$ cat src/rtl/sd_card_pkg.sv
// Shared definitions for the SD card controller and its front-end arbiter.
package sd_card_pkg;

  localparam logic [7:0] SD_OP_NOP   = 8'd0;
  localparam logic [7:0] SD_OP_READ  = 8'd1;
  localparam logic [7:0] SD_OP_WRITE = 8'd2;

  typedef enum logic [2:0] {
    ST_IDLE     = 3'd0,
    ST_ISSUE    = 3'd1,
    ST_WAIT     = 3'd2,
    ST_COMPLETE = 3'd3,
    ST_ERROR    = 3'd4
  } sd_state_e;

  // Operation latched from the winning requester for the whole sector transfer
  typedef struct packed {
    logic        port;
    logic [7:0]  op;
    logic [31:0] addr;
  } sd_op_t;

endpackage

$ cat src/rtl/sd_done_sync.sv
// Brings the SD-clock-domain completion strobe into i_clk and turns its rising edge into a pulse.
module sd_done_sync (
  input  logic i_clk,
  input  logic i_rst_n,
  input  logic i_async,
  output logic o_evt_c
);

  logic [2:0] sync_q;
  logic [2:0] sync_d;

  always_comb begin
    sync_d = {sync_q[1:0], i_async};
  end

  always_ff @(posedge i_clk or negedge i_rst_n) begin
    if (!i_rst_n) begin
      sync_q <= '0;
    end else begin
      sync_q <= sync_d;
    end
  end

  // Bits 0/1 are the synchronizer, bit 2 is the edge-detect history
  assign o_evt_c = sync_q[1] & ~sync_q[2];

endmodule

$ cat src/rtl/sd_card_arbiter.sv
// Round-robin sharing of one SD card controller between two sector-level requesters.
module sd_card_arbiter
  import sd_card_pkg::*;
#(
  parameter int unsigned START_HOLD = 64,
  parameter int unsigned TIMEOUT    = 2**24,
  parameter int unsigned COOLDOWN   = 16
) (
  input  logic        i_clk,
  input  logic        i_rst_n,
  input  logic        i_req0,
  input  logic        i_req1,
  input  logic        i_wr_nrd0,
  input  logic        i_wr_nrd1,
  input  logic [31:0] i_sector0,
  input  logic [31:0] i_sector1,
  input  logic [7:0]  i_wdata0,
  input  logic [7:0]  i_wdata1,
  output logic        o_gnt0,
  output logic        o_gnt1,
  output logic        o_done0,
  output logic        o_done1,
  output logic        o_err0,
  output logic        o_err1,
  output logic [7:0]  o_rdata,
  output logic [7:0]  o_status,
  output logic [7:0]  o_sd_controlreg,
  output logic [31:0] o_sd_addr,
  output logic [7:0]  o_sd_wdata,
  input  logic [7:0]  i_sd_rdata,
  input  logic [7:0]  i_sd_status,
  input  logic        i_sd_done
);

  localparam int unsigned CNT_W  = $clog2((TIMEOUT > START_HOLD) ? TIMEOUT : START_HOLD) + 1;
  localparam int unsigned COOL_W = $clog2(COOLDOWN + 1) + 1;

  sd_state_e         state_q, state_d;
  sd_op_t            cur_q, cur_d;
  logic              last_q, last_d;
  logic [1:0]        gnt_q, gnt_d;
  logic [1:0]        done_q, done_d;
  logic [1:0]        err_q, err_d;
  logic [7:0]        status_q, status_d;
  logic [7:0]        ctrl_q, ctrl_d;
  logic [CNT_W-1:0]  cnt_q, cnt_d;
  logic [COOL_W-1:0] cool_q, cool_d;
  logic              early_q, early_d;
  logic              done_evt;
  logic              win;
  logic [7:0]        win_op;

  sd_done_sync u_done_sync (
    .i_clk   (i_clk),
    .i_rst_n (i_rst_n),
    .i_async (i_sd_done),
    .o_evt_c (done_evt)
  );

  always_comb begin
    state_d  = state_q;
    cur_d    = cur_q;
    last_d   = last_q;
    gnt_d    = gnt_q;
    done_d   = '0;
    err_d    = '0;
    status_d = status_q;
    ctrl_d   = ctrl_q;
    cnt_d    = cnt_q;
    early_d  = early_q;
    cool_d   = (cool_q != '0) ? cool_q - COOL_W'(1) : '0;
    // Contention goes to the port that did not own the previous operation
    win      = (i_req0 & i_req1) ? ~last_q : i_req1;
    win_op   = (win ? i_wr_nrd1 : i_wr_nrd0) ? SD_OP_WRITE : SD_OP_READ;

    unique case (state_q)
      ST_IDLE: begin
        if ((i_req0 | i_req1) && (cool_q == '0)) begin
          cur_d.port = win;
          cur_d.op   = win_op;
          cur_d.addr = win ? i_sector1 : i_sector0;
          gnt_d      = win ? 2'b10 : 2'b01;
          ctrl_d     = win_op;
          cnt_d      = '0;
          early_d    = 1'b0;
          state_d    = ST_ISSUE;
        end
      end
      ST_ISSUE: begin
        if (done_evt) begin
          early_d = 1'b1;
        end
        if (cnt_q == CNT_W'(START_HOLD - 1)) begin
          ctrl_d = SD_OP_NOP;
          cnt_d  = '0;
          // A completion seen while the opcode was still held finishes at release
          if (early_q | done_evt) begin
            status_d = i_sd_status;
            done_d   = gnt_q;
            state_d  = ST_COMPLETE;
          end else begin
            state_d = ST_WAIT;
          end
        end else begin
          ctrl_d = cur_q.op;
          cnt_d  = cnt_q + CNT_W'(1);
        end
      end
      ST_WAIT: begin
        cnt_d = cnt_q + CNT_W'(1);
        if (done_evt) begin
          status_d = i_sd_status;
          done_d   = gnt_q;
          state_d  = ST_COMPLETE;
        end else if (cnt_q == CNT_W'(TIMEOUT - 1)) begin
          done_d  = gnt_q;
          err_d   = gnt_q;
          state_d = ST_ERROR;
        end
      end
      ST_COMPLETE, ST_ERROR: begin
        gnt_d   = '0;
        last_d  = cur_q.port;
        cool_d  = COOL_W'(COOLDOWN);
        state_d = ST_IDLE;
      end
      default: begin
        state_d = ST_IDLE;
      end
    endcase
  end

  always_ff @(posedge i_clk or negedge i_rst_n) begin
    if (!i_rst_n) begin
      state_q  <= ST_IDLE;
      cur_q    <= '0;
      last_q   <= 1'b1;
      gnt_q    <= '0;
      done_q   <= '0;
      err_q    <= '0;
      status_q <= '0;
      ctrl_q   <= SD_OP_NOP;
      cnt_q    <= '0;
      cool_q   <= '0;
      early_q  <= 1'b0;
    end else begin
      state_q  <= state_d;
      cur_q    <= cur_d;
      last_q   <= last_d;
      gnt_q    <= gnt_d;
      done_q   <= done_d;
      err_q    <= err_d;
      status_q <= status_d;
      ctrl_q   <= ctrl_d;
      cnt_q    <= cnt_d;
      cool_q   <= cool_d;
      early_q  <= early_d;
    end
  end

  assign o_gnt0          = gnt_q[0];
  assign o_gnt1          = gnt_q[1];
  assign o_done0         = done_q[0];
  assign o_done1         = done_q[1];
  assign o_err0          = err_q[0];
  assign o_err1          = err_q[1];
  assign o_status        = status_q;
  assign o_sd_controlreg = ctrl_q;
  assign o_sd_addr       = cur_q.addr;
  assign o_sd_wdata      = gnt_q[0] ? i_wdata0 : (gnt_q[1] ? i_wdata1 : 8'h00);
  assign o_rdata         = (gnt_q != 2'b00) ? i_sd_rdata : 8'h00;

endmodule

$ cat config.mk
export PLATFORM = sky130hd
export DESIGN_NAME = sd_card_arbiter
export DESIGN_NICKNAME = d
export VERILOG_FILES = /design/src/rtl/sd_card_pkg.sv /design/src/rtl/sd_done_sync.sv /design/src/rtl/sd_card_arbiter.sv
export SDC_FILE = /design/constraint.sdc
export NUM_CORES = 1
export LEC_CHECK = 0
export ABC_AREA = 1
export BUFFER_PORTS_ARGS = -buffer_cell sky130_fd_sc_hd__buf_2
export CAP_MARGIN = 20
export CELL_PAD_IN_SITES_DETAIL_PLACEMENT = 0
export CELL_PAD_IN_SITES_GLOBAL_PLACEMENT = 1
export CORE_MARGIN = 4
export CORE_UTILIZATION = 25
export CTS_CLUSTER_SIZE = 14
export DETAILED_ROUTE_END_ITERATION = 10
export PLACE_DENSITY = 0.66
export SYNTH_ARGS = -nofsm -noshare
export SYNTH_HDL_FRONTEND = slang
export SYNTH_HIERARCHICAL = 1
export SYNTH_SLANG_ARGS = --single-unit
$ cat constraint.sdc
create_clock -name i_clk -period 3.15 [get_ports i_clk]
set_input_delay 0.63 -clock i_clk [delete_from_list [all_inputs] [get_ports i_clk]]
set_output_delay 0.63 -clock i_clk [all_outputs]
set_load 0.05 [all_outputs]
=== After elaboration in Yosys (flattened, before gate mapping) ===
Index checks and enable logic that the tools add are counted.

* Register bits: 102
* Input bits: 103
* Output and inout bits: 70

* $add $sub $neg: 2
* Reductions and logical operators: 17
* Bitwise gates (word level): 6
* Mux-type cells: 38
* Eq/ne operators: 12

{| class="wikitable"
|+ Operator list
! kind !! count
|-
| $pmux 25 s3 || 1
|-
| $mux 8 || 8
|-
| $mux 25 || 2
|-
| $mux 32 || 1
|-
| $pmux 8 s2 || 2
|-
| $add 25x1->25 const B || 1
|-
| $eq 25x24->1 const B || 1
|-
| $eq 25x6->1 const B || 1
|-
| $mux 2 || 9
|-
| $mux 3 || 4
|-
| $mux 6 || 2
|-
| $ne 2x2->1 const B || 5
|-
| $pmux 3 s3 || 1
|-
| $pmux 2 s2 || 2
|-
| $reduce_and 2->1 || 4
|-
| $reduce_bool 2->1 || 4
|-
| $eq 3x2->1 const B || 2
|-
| $logic_not 6->1 || 1
|-
| $reduce_and 3->1 || 2
|-
| $reduce_bool 6->1 || 1
|-
| $sub 6x1->6 const B || 1
|-
| $mux 1 || 5
|-
| $reduce_and 4->1 || 1
|-
| $eq 3x1->1 const B || 1
|-
| 10 further kinds || 13
|}

=== Logic depth before layout (Yosys ltp) ===
* Word-level depth: 6
* Gate-level depth with buffers: 11

=== Modules after synthesis ===
The synthesis kept the hierarchy.

{| class="wikitable"
|+ Modules (own cells, without submodules)
! module !! times used !! cells an instance !! area each (um^2)
|-
| sd_card_arbiter || 1 || 717 || 5,292.6
|-
| sd_done_sync || 1 || 5 || 85.1
|}

=== Worst setup path after synthesis ===
No wires, ideal clock.

* Path kind: register to output
* Start: register gnt_q[0]
* End: output o_rdata[0]
* Data arrival time: 1.769 ns
* Stages on the path, launching flop included: 4
* Path buffers: 1
* Path slack: 0.751 ns
* Required time: 2.520 ns
* Path through: dfrtp_1 > clkbuf_1 > nor2_1 > nor2_1

* Cells in the longest elaborated chain, start to end: 2

{| class="wikitable"
|+ Ends and longest elaborated chain
! element !! RTL line !! source
|-
| from (decl) || sd_card_arbiter.sv:41 || <nowiki>logic [1:0] gnt_q, gnt_d;</nowiki>
|-
| from (signal assigned) || sd_card_arbiter.sv:150 || <nowiki>gnt_q <= gnt_d;</nowiki>
|-
| $reduce_bool 2->1 || sd_card_arbiter.sv:171 || <nowiki>assign o_rdata = (gnt_q != 2'b00) ? i_sd_rdata : 8'h00;</nowiki>
|-
| $mux 8 || sd_card_arbiter.sv:171 ||
|-
| to (decl) || sd_card_arbiter.sv:25 || <nowiki>output logic [7:0] o_rdata,</nowiki>
|}

No other way between the ends.

=== Worst setup path after layout ===
* Start: register gnt_q[0]
* End: output o_rdata[3]

Same word-level chain as after synthesis.

==> results_dict.tcl <==
set metrics [dict create \
    synth.distinct_cells 33 \
    synthMuxAreaShare 0 \
    slowest_stage "nor2_1" \
    clk_pin_slew_worst_paths_ns 0.07 \
    finalClockSkew_ns 0.0134 \
    worstSetupPathType "reg2out" \
    fin_ws_ns 0.813 \
    r2r-end "o_sd_addr[11]$_DFFE_PN0P_" \
    dieArea_um2 23900 \
    overflow 0 \
    worstPathRequired_ns 2.52 \
    die_w_um 155 \
    arrival_ns 1.71 \
    crit_path_start_kind "register" \
    synth_warnings 6 \
    final_common_cell "nand2_1" \
    p_leak_nw 3.49 \
    r2r-start "cool_q[0]$_DFF_PN0_" \
    fin_crit_ns 2.34 \
    synth_top_family_by_area "simple AND/OR/NAND/NOR gates" \
    grt_use_total 0.127 \
    wire_per_inst_um 13.4 \
    dp.cells 1112 \
    cts_num_sinks 90 \
    area_growth_pct 21.8 \
    crit_chain "nor2_1, nor2_1, buf_2" \
    synthCells 722 \
    clockBufferDepth 2 \
    critPathBufInv 1 \
    slowest_delay_ns 0.52 \
    synth_seq_cells 90 \
    hold_viol 0 \
    relSlewSlack 0.501 \
    clk-insertion-delay-late_ns 0.36 \
    synthTopCellsByArea "dfrtp_1 (41%), nand2_1 (15%), buf_4 (5.6%)" \
    drc 0 \
    syn_area_um2 5380 \
    place_congestion 0.754 \
    ys_seq_area_frac 0.419 \
    ant_nets 0 \
    cts_tree "done" \
    ir_drop_uv 421 \
    viasPerCell 4.23 \
    pre_cts_ws_ns 0.924 \
    finalCritPeriodShare 0.742 \
    initial_core_util 0.255 \
    fin_tns_setup_ns 0 \
    dpl.hpwl_mm 11.5 \
    antenna_found_initial 2 \
    synth_compound_area_frac 0.107 \
    tightest_slew_ns 0.747 \
    final_cell_mix "nand2_1 (208), buf_2 (165), dfrtp_1 (89)" \
    post_dp_cell_area_um2 6220 \
    vias 4770 \
    setup_viol 0 \
    grt_pass1_vias 4627 \
    post_cts_buffers 0 \
    portBuffers 166 \
    rr_worst_depth 9 \
    r2r_setup_slack_ns 1.12 \
    cts_resized 0 \
    grt_first_pass_wirelength_mm 24.5 \
    crit_fanout 11 \
    cts_root_buf "clkbuf_16" \
    num-nets-final 954 \
    critPathTopFamily "simple AND/OR/NAND/NOR gates" \
    fmax_ghz 0.428 \
    final-max-slew-violation-count 0 \
    cts_hold_buf 0 \
    status "complete, no violations" \
    timing.critical_path.mode_cell "nor2_1" \
    synth_xor_area_frac 0.0212 \
    stdcell_count 1128 \
    std_cell_rows 53 \
    insertedDiodeCount 0 \
    ctsHtreeMaxLevel 3 \
    cts_inserted_buffers 9 \
    io_pins 173 \
    synth_top_area_frac 0.414 \
    syn_avg_cell_area_um2 7.45 \
    hold_class "in2async" \
    post-route-cell-area_um2 6550 \
    drive_gt1_frac 0.295 \
    wirelength_mm 15.1 \
    die_h_um 155 \
    drtIter0Drc 245 \
    maxCapViolations 0 \
    synth-simple-area-share 0.326 \
    core_area_um2 21100 \
    synthAdderAreaFrac 0.00698 \
    p_per_area_nw_per_um2 1030 \
    synth_top_area_cell "dfrtp_1" \
    worst_setup_path_end_kind "primary output" \
    drt-pass1-iter-count 4 \
    grt_max_degree 69 \
    rsz0062_at_grt "false" \
]
[worst max path at each step]
stage | startpoint | to | slack, ns | cells past startpoint
after CTS | gnt_q[0]$_DFFE_PN0P_ | o_sd_wdata[0] | 0.78 | 4
after floorplan | gnt_q[0]$_DFFE_PN0P_ | o_rdata[0] | 0.75 | 3
after global routing | gnt_q[0]$_DFFE_PN0P_ | o_rdata[7] | 0.61 | 3
after global placement | i_req0 | o_sd_addr[10]$_DFFE_PN0P_ | 0.96 | 8
final | gnt_q[0]$_DFFE_PN0P_ | o_rdata[3] | 0.81 | 3
after detailed placement | i_req0 | o_sd_addr[11]$_DFFE_PN0P_ | 0.92 | 8
[final cells by class]
type | instances | area [um^2]
Clock inverter | 7 | 106
Timing Repair Buffer | 172 | 891
Sequential cell | 90 | 2250
Multi-Input combinational cell | 514 | 2500
Tap cell | 275 | 344
Fill cell | 2320 | 14500
Clock buffer | 9 | 225
Inverter | 61 | 229
[synthesized netlist by cell type (all sizes together)]
library cell,n
a21o,1
a21oi,7
buf,51
clkbuf,11
conb,1
dfrtp,89
dfstp,1
ha,3
inv,61
nand2,213
nand3,54
nand4,8
nor2,76
nor3,6
o211ai,11
o21a,2
o21ai,79
o21bai,2
or2,33
xnor2,1
xor2,12
[sequential cells by signal (all words and copies together), names as in the netlist]
register	flops
o_sd_addr	32
cnt_q	25
o_status	8
cool_q	6
cur_q	3
state_q	3
u_done_sync/sync_q	3
done_q	2
err_q	2
gnt_q	2
o_sd_controlreg	2
early_q	1
last_q	1
[worst register-to-register path, stage by stage (launching register included)]
cell and delay, ns:
dfrtp_1 0.37, inv_1 0.07, ha_1 0.19, nand2_1 0.08, inv_1 0.08, nand4_4 0.10, nor2_8 0.06, inv_2 0.42
buf_4 0.42, o21ai_0 0.13
[power breakdown]
group | switching [mW] | internal, mW
Clock | 0.507 | 0.711
Combinational | 2.58 | 0.896
Sequential | 0.415 | 1.63
Total | 3.50 | 3.24
[cells by family after synthesis]
group | Yosys count
compound gates | 102
other cells | 1
xor+xnor | 13
fa+ha+maj | 3
simple gates | 390
flops | 90
buf+inv | 123
[layer usage]
layer	track usage	up-vias	routed length (um)
met4	0.0408	4	323
li1	-	2500	-
met5	0	-	21
met1	0.167	2109	6920
met2	0.198	130	6840
met3	0.0422	27	1030
[stage by stage]
step	power (mW)	hold WS, ns	utilization
finish	6.74	0.171	0.310
global route	7.24	0.190	0.310
CTS	6.83	0.172	0.310
detailed placement	5.58	0.336	0.295
global placement	5.57	0.333	0.295
floorplan	4.96	0.331	-
Note: power is estimated with default switching activity, not from simulation.
